===== src/rtl/regfile_access_arbiter_pkg.sv =====
// Shared register-file constants and arbiter state encoding.
// Width constants are also used by the datapath and the debug unit.
package regfile_access_arbiter_pkg;

   localparam int unsigned DATA_W = 32;
   localparam int unsigned ADDR_W = 5;

   typedef enum logic {
      ST_IDLE  = 1'b0,
      ST_CLEAR = 1'b1
   } arb_state_e;

endpackage


===== src/rtl/regfile_access_arbiter.sv =====
// Shares the register-file write port and read port 1 between the core (A)
// and the debug host (B), and sweeps x1..x31 to zero on a debug clear request.
module regfile_access_arbiter
   import regfile_access_arbiter_pkg::*;
#(
   parameter int unsigned STARVE_LIMIT = 4
) (
   input  logic              CLK,
   input  logic              RESET_N,
   input  logic              a_req,
   input  logic              a_we,
   input  logic [ADDR_W-1:0] a_addr,
   input  logic [DATA_W-1:0] a_wdata,
   output logic              a_gnt,
   output logic              a_rvalid,
   output logic [DATA_W-1:0] a_rdata,
   input  logic              b_req,
   input  logic              b_we,
   input  logic [ADDR_W-1:0] b_addr,
   input  logic [DATA_W-1:0] b_wdata,
   output logic              b_gnt,
   output logic              b_rvalid,
   output logic [DATA_W-1:0] b_rdata,
   input  logic              b_clr_req,
   output logic              b_clr_done,
   output logic              busy,
   output logic [ADDR_W-1:0] rf_ReadRegister1,
   input  logic [DATA_W-1:0] rf_ReadData1,
   output logic              rf_WriteEnable,
   output logic [ADDR_W-1:0] rf_WriteRegister,
   output logic [DATA_W-1:0] rf_WriteData
);

   localparam logic [3:0]        LP_LIMIT = 4'(STARVE_LIMIT);
   localparam logic [ADDR_W-1:0] LP_LAST  = '1;
   localparam logic [ADDR_W-1:0] LP_FIRST = ADDR_W'(1);

   arb_state_e        r_state;
   arb_state_e        w_state_nxt;
   logic [3:0]        r_starve_cnt;
   logic [ADDR_W-1:0] r_clr_idx;
   logic              r_clr_done;
   logic              r_a_rvalid;
   logic              r_b_rvalid;
   logic [DATA_W-1:0] r_a_rdata;
   logic [DATA_W-1:0] r_b_rdata;
   logic              w_sel_we;
   logic [ADDR_W-1:0] w_sel_addr;
   logic [DATA_W-1:0] w_sel_wdata;

   always_comb begin
      w_state_nxt      = r_state;
      a_gnt            = 1'b0;
      b_gnt            = 1'b0;
      busy             = 1'b0;
      rf_WriteEnable   = 1'b0;
      rf_WriteRegister = '0;
      rf_WriteData     = '0;
      rf_ReadRegister1 = '0;
      w_sel_we         = 1'b0;
      w_sel_addr       = '0;
      w_sel_wdata      = '0;
      // Grants are combinational, so they are gated to zero during reset.
      if (RESET_N) begin
         unique case (r_state)
            ST_IDLE: begin
               if (b_clr_req) begin
                  w_state_nxt = ST_CLEAR;
               end else if (a_req && b_req) begin
                  if (r_starve_cnt == LP_LIMIT) b_gnt = 1'b1;
                  else                          a_gnt = 1'b1;
               end else begin
                  a_gnt = a_req;
                  b_gnt = b_req;
               end
            end
            ST_CLEAR: begin
               busy             = 1'b1;
               rf_WriteEnable   = 1'b1;
               rf_WriteRegister = r_clr_idx;
               if (r_clr_idx == LP_LAST) w_state_nxt = ST_IDLE;
            end
            default: w_state_nxt = ST_IDLE;
         endcase
         if (a_gnt || b_gnt) begin
            w_sel_we    = a_gnt ? a_we    : b_we;
            w_sel_addr  = a_gnt ? a_addr  : b_addr;
            w_sel_wdata = a_gnt ? a_wdata : b_wdata;
            if (w_sel_we) begin
               rf_WriteEnable   = (w_sel_addr != '0);
               rf_WriteRegister = w_sel_addr;
               rf_WriteData     = w_sel_wdata;
            end else begin
               rf_ReadRegister1 = w_sel_addr;
            end
         end
      end
   end

   always_ff @(posedge CLK or negedge RESET_N) begin
      if (!RESET_N) begin
         r_state      <= ST_IDLE;
         r_starve_cnt <= '0;
         r_clr_idx    <= '0;
         r_clr_done   <= 1'b0;
         r_a_rvalid   <= 1'b0;
         r_b_rvalid   <= 1'b0;
         r_a_rdata    <= '0;
         r_b_rdata    <= '0;
      end else begin
         r_state    <= w_state_nxt;
         r_clr_done <= (r_state == ST_CLEAR) && (r_clr_idx == LP_LAST);
         if (r_state == ST_IDLE) begin
            r_clr_idx <= b_clr_req ? LP_FIRST : '0;
            if (!b_req || b_gnt)
               r_starve_cnt <= '0;
            else if (r_starve_cnt != LP_LIMIT)
               r_starve_cnt <= r_starve_cnt + 4'd1;
         end else begin
            // Wraps 31 -> 0 on the final sweep write.
            r_clr_idx <= r_clr_idx + LP_FIRST;
         end
         r_a_rvalid <= a_gnt && !a_we;
         r_b_rvalid <= b_gnt && !b_we;
         if (a_gnt && !a_we)
            r_a_rdata <= (a_addr == '0) ? '0 : rf_ReadData1;
         if (b_gnt && !b_we)
            r_b_rdata <= (b_addr == '0) ? '0 : rf_ReadData1;
      end
   end

   assign a_rvalid   = r_a_rvalid;
   assign b_rvalid   = r_b_rvalid;
   assign a_rdata    = r_a_rdata;
   assign b_rdata    = r_b_rdata;
   assign b_clr_done = r_clr_done;

endmodule


===== config.mk =====
export PLATFORM = sky130hd
export DESIGN_NAME = regfile_access_arbiter
export DESIGN_NICKNAME = d
export VERILOG_FILES = /design/src/rtl/regfile_access_arbiter_pkg.sv /design/src/rtl/regfile_access_arbiter.sv
export SDC_FILE = /design/constraint.sdc
export NUM_CORES = 1
export LEC_CHECK = 0
export ABC_AREA = 1
export CAP_MARGIN = 10
export CORE_ASPECT_RATIO = 1.5
export CORE_MARGIN = 10
export CORE_UTILIZATION = 50
export CTS_BUF_LIST = sky130_fd_sc_hd__clkbuf_8 sky130_fd_sc_hd__clkbuf_16
export DETAILED_ROUTE_END_ITERATION = 12
export DONT_BUFFER_PORTS = 1
export PLACE_DENSITY = 0.61
export SYNTH_ARGS = -nofsm -noshare
export SYNTH_HDL_FRONTEND = slang
export SYNTH_SLANG_ARGS = --single-unit

===== constraint.sdc =====
create_clock -name CLK -period 2.8 [get_ports CLK]
set_input_delay 0.42 -clock CLK [delete_from_list [all_inputs] [get_ports CLK]]
set_output_delay 0.42 -clock CLK [all_outputs]
set_load 0.02 [all_outputs]

---- Word level (Yosys, flattened, before mapping) ----
Index checks and enable logic that the tools add are counted.
operators by class
  add/sub/neg operators ................... 2
  equality and inequality tests ........... 3
  muxes and demuxes ....................... 39
  bitwise logic cells ..................... 1
  reduce and logical (&&, ||, !) cells .... 14
operators with widths
  cell                 count
  $mux 32              6
  $mux 5               9
  $mux 1               21
  $logic_not 5->1      2
  $mux 4               2
  $add 5x1->5 const B  1
  $eq 5x5->1 const B   1
  $reduce_bool 5->1    1
  $add 4x1->4 const B  1
  $eq 4x3->1 const B   1
  $logic_and 1x1->1    4
  $ne 4x3->1 const B   1
  $logic_not 1->1      3
  $logic_or 1x1->1     2
  $pmux 1 s2           1
  $reduce_and 2->1     1
  $reduce_bool 2->1    1
  $not 1->1            1
word-level totals
  register bits after elaboration ......... 77
  bits of input ports ..................... 113
  word-level logic and storage cells ...... 67

---- Depth between registers and ports, before layout ----
  depth in word-level cells ............... 11
  depth in mapped cells ................... 10
  depth with buffers taken out ............ 10

---- Worst setup path after synthesis ----
Ideal clock, no wire load.
  kind .................................... flip-flop to output port
  start point ............................. register r_starve_cnt[0]
  end point ............................... output rf_WriteData[10]
  data arrival time ....................... 1.624 ns
  data required time ...................... 2.380 ns
  path slack .............................. 0.756 ns
  stages on the path, launching flop included .. 9
  path buffers ............................ 2
  cells stage by stage .................... dfrtp_1 > inv_1 > ha_1 > nand4_4 > nand2_2 > buf_6 > buf_4 > nand2_1 > a21oi_1
between the ends
  cells in the longest elaborated chain, start to end .. 10
  elaborated cells on any way between the ends .. 17
  classes of those cells .................. 1 x eq/ne; 15 x mux; 1 x reduce/logical
RTL lines
  element                            RTL line                                                    text
  start: declaration                 regfile_access_arbiter.sv:40                                logic [3:0] r_starve_cnt;
  start signal: assignment           regfile_access_arbiter.sv:118                               r_starve_cnt <= r_starve_cnt + 4'd1;
  $eq 4x3->1 (*)                     regfile_access_arbiter.sv:70                                if (r_starve_cnt == LP_LIMIT) b_gnt = 1'b1;
  $mux 1                             regfile_access_arbiter.sv:70
  $mux 1                             regfile_access_arbiter.sv:69                                end else if (a_req && b_req) begin
  $mux 1                             regfile_access_arbiter.sv:67                                if (b_clr_req) begin
  $mux 1                             regfile_access_arbiter.sv:65                                unique case (r_state)
  $mux 1                             regfile_access_arbiter.sv:64                                if (RESET_N) begin
  $mux 32 or $mux 1 (tied branches)  regfile_access_arbiter.sv:88, regfile_access_arbiter.sv:86
  $mux 32                            regfile_access_arbiter.sv:89                                if (w_sel_we) begin
  $mux 32 (*)                        regfile_access_arbiter.sv:85                                if (a_gnt || b_gnt) begin
  $mux 32 (*)                        regfile_access_arbiter.sv:64
  end: declaration                   regfile_access_arbiter.sv:31                                output logic [DATA_W-1:0] rf_WriteData
Mark *: on every way between the ends. The rest lies on a longest branch, timed or not. The select of a mux whose other input is x is not followed.

---- Worst setup path after layout ----
  start point ............................. register r_starve_cnt[0]
  end point ............................... output rf_WriteRegister[2]
between the ends
  cells in the longest elaborated chain, start to end .. 10
  elaborated cells on any way between the ends .. 17
  classes of those cells .................. 1 x eq/ne; 15 x mux; 1 x reduce/logical
RTL lines
  element                           RTL line                                                    text
  $eq 4x3->1 (*)                    regfile_access_arbiter.sv:70
  $mux 1                            regfile_access_arbiter.sv:70
  $mux 1                            regfile_access_arbiter.sv:69
  $mux 1                            regfile_access_arbiter.sv:67
  $mux 1                            regfile_access_arbiter.sv:65
  $mux 1                            regfile_access_arbiter.sv:64
  $mux 5 or $mux 1 (tied branches)  regfile_access_arbiter.sv:87, regfile_access_arbiter.sv:86
  $mux 5                            regfile_access_arbiter.sv:89
  $mux 5 (*)                        regfile_access_arbiter.sv:85
  $mux 5 (*)                        regfile_access_arbiter.sv:64
  end: declaration                  regfile_access_arbiter.sv:30                                output logic [ADDR_W-1:0] rf_WriteRegister,
Marked as above.

==> impl_metrics.toml <==
[synthesis]
synth_top_area_share_pct = 46.3
synth_area_leaders = "dfrtp_1 (46%), nand2_1 (15%), nand3_1 (9.4%)"
synth_cell_types = 29
yosysSeqAreaShare_pct = 46.3
ys.flop_type = "dfrtp_1"
synth_seq_cells = 77
synthTopCellsByCount = "nand2_1 (165), nand3_1 (78), dfrtp_1 (77)"
synth_top_area_cell = "dfrtp_1"
synth.avg_cell_area_um2 = 7.79
netlist_instances = 534
netlist_area_um2 = 4160
synth_edf_count = 0
async_reset_ff_share_pct = 100
syn-num-nets = 651
yosysWarningCount = 0
yosysMostFrequentCell = "nand2_1"

[setup_path]
rrSetupSlack_ns = 0.69
worst-path-buf-inv = 3
cp_slowest_stage_delay_ns = 0.40
cp_slowest_cell = "dfrtp_1"
path_cells = "inv_1, ha_1, nand4_4, nand2_4, clkinv_2, nand2_1, nand2_1, o21ai_0, nor2_1, buf_4"
critPathTopFamily = "simple AND/OR/NAND/NOR gates"
crit_path_start_kind = "register"
cp.required_ns = 2.38
rr_startpoint = "r_state"
reg2reg_depth = 8
crit_cells = 10
crit_top_cell = "nand2_1"
cp-end-kind = "primary output"
cp.arrival_ns = 2.19
path_max_fanout = 15
r2r_end = "b_rdata[8]"
critical_path_class = "reg -> out"

[detailed_routing]
routed_via_density = 5.74
wl_per_cell_um = 21.7
drt_iter0_markers = 317
vias = 3833
first_pass_iters = 4
drc = 0
wl_um = 14500
ant_nets = 0

[grt]
grt_pass1_wl_um = 22000
grt_max_degree = 78
antenna_found_initial = 1
grt_use_total_pct = 22.4
globalRouteOverflowTotal = 0
grt_pass1_vias = 3866

[timing]
skew_ns = 0.00737
fin_crit_sh_pct = 93.3
tightest_slew_ns = 0.438
fmax_mhz = 383
finalSetupViolCount = 0
max_slew_margin_pct = 70.7
post-route-min-period_ns = 2.61
hold_viol = 0
drv_slew = 0

[floorplanning]
core_um2 = 8060
row_count = 40
die_x_um = 94.5
start_util_pct = 51.6
die-area_um2 = 12400
io_pins = 226
die_h_um = 132

[finish]
nets = 674
final_cell_area_um2 = 4800
finalCoreUtilization_pct = 59.5
drive_above_1_share_pct = 15.8
syn2layout_area_growth_pct = 15.3
n_fill_cell = 763
final_cells = 668

[cts]
cts_sinks = 77
cts_tree = "built"
clk_latency_ns = 0.33
clk_pin_slew_ns = 0.06
cts-buffers-inserted = 9
clock_path_buffers = 2
h-tree-depth = 3
clock-root-buffer = "clkbuf_16"

[worst_hold_path]
hp-start = "b_we"
whs_path_depth = 1
min_path_type = "in -> reg"
holdPathEnd = "b_rvalid"

[outcome]
outcome = "finished, final reports clean"

[placement]
hpwl_um = 10900
placement.io_buffers = 0
place.gp.congestion = 0.894
place_inst = 646
dpl_cell_area_um2 = 4420

[pwr]
peakVddDrop_uv = 434
powerDensity_nw_per_um2 = 655
leakagePower_nw = 2.62

[job]
maxCapViolations = 0
stage by stage:
step	hold slack [ns]	setup WS [ns]	total power [mW]	TNS, ns
2_1_floorplan	0.124	0.756	1.80	0
4_1_cts	0.191	0.137	3.18	0
3_3_place_gp	0.127	0.539	1.94	0
3_5_place_dp	0.127	0.490	1.96	0
5_1_grt	0.190	-0.00248	3.31	-0.00248
6_report	0.205	0.187	3.14	0
state kept, by name, summed over array words and instances, names as in the netlist:
register,count
a_rvalid,1
a_rdata,32
r_clr_idx,5
b_rdata,32
b_rvalid,1
r_state,1
b_clr_done,1
r_starve_cnt,4
what timing repair did:
| action | CTS | global route |
|---|---|---|
| gates resized for setup | 0 | 2 |
| buffers inserted | 0 | 3 |
| hold buffers | 2 | 0 |
| endpoints found under the setup margin | 0 | 19 |
| endpoints found under the hold margin | 77 | 0 |
worst reg2reg max path, delay by kind of cell (launching register included):
| family | cells | cell delay (ns) |
|---|---|---|
| buffers and inverters | 2 | 0.49 |
| AND/OR/NAND/NOR | 6 | 1.06 |
| flip-flops | 1 | 0.50 |
final cells by class:
| type | instances | area [µm²] | area share (%) |
|---|---|---|---|
| Antenna cell | 1 | 2.50 | 0.0522 |
| Clock buffer | 12 | 267 | 5.55 |
| Clock inverter | 4 | 46.3 | 0.965 |
| Inverter | 28 | 106 | 2.22 |
| Multi-Input combinational cell | 393 | 1920 | 40.1 |
| Sequential cell | 77 | 1930 | 40.2 |
| Tap cell | 105 | 131 | 2.74 |
| Timing Repair Buffer | 48 | 395 | 8.24 |
cells by family after synthesis:
group	after synthesis	synth area share [%]
fa+ha+maj	4	1.20
simple gates	275	30.1
compound gates	112	14.4
flops	77	46.3
xor+xnor	2	0.421
buf+inv	64	7.61
routing by layer:
metal  track usage, %  vias to the layer above  wire (µm)
met1             20.9                     1805       4640
met5                0                        -          0
met2             39.1                      199       7530
met4             9.43                        0        385
met3             11.8                       24       1930
li1                 -                     1805          -
cell usage in the layout (no fill, tap or decap), types with 3 or more instances in the layout:
cell and n:
nand3_1 78, nor2_1 14, a21oi_1 28, o21ai_0 74, a21oi_2 10, inv_2 4
nand2_1 165, nand3b_1 3, inv_1 25, dfrtp_1 77, clkbuf_8 3, ha_1 4
buf_4 45, clkbuf_16 9
worst max path at each step:
stage,endpoint,start,slack (ns)
CTS,rf_WriteData[18],r_state,0.14
detailed placement,rf_WriteData[18],r_state,0.49
global route,rf_WriteRegister[2],r_starve_cnt[0],-0.002
finish,rf_WriteRegister[2],r_starve_cnt[0],0.19
floorplan,rf_WriteData[10],r_starve_cnt[0],0.76
global placement,rf_WriteData[18],r_state,0.54
where the power goes:
part           switching [mW]  internal [mW]  leakage (nW)  total, mW
registers               0.185           1.24          1.04       1.42
logic                   0.345          0.199          1.41      0.545
clock network           0.419          0.759         0.162       1.18
total                   0.949           2.19          2.62       3.14
(Power assumes the default switching activity.)
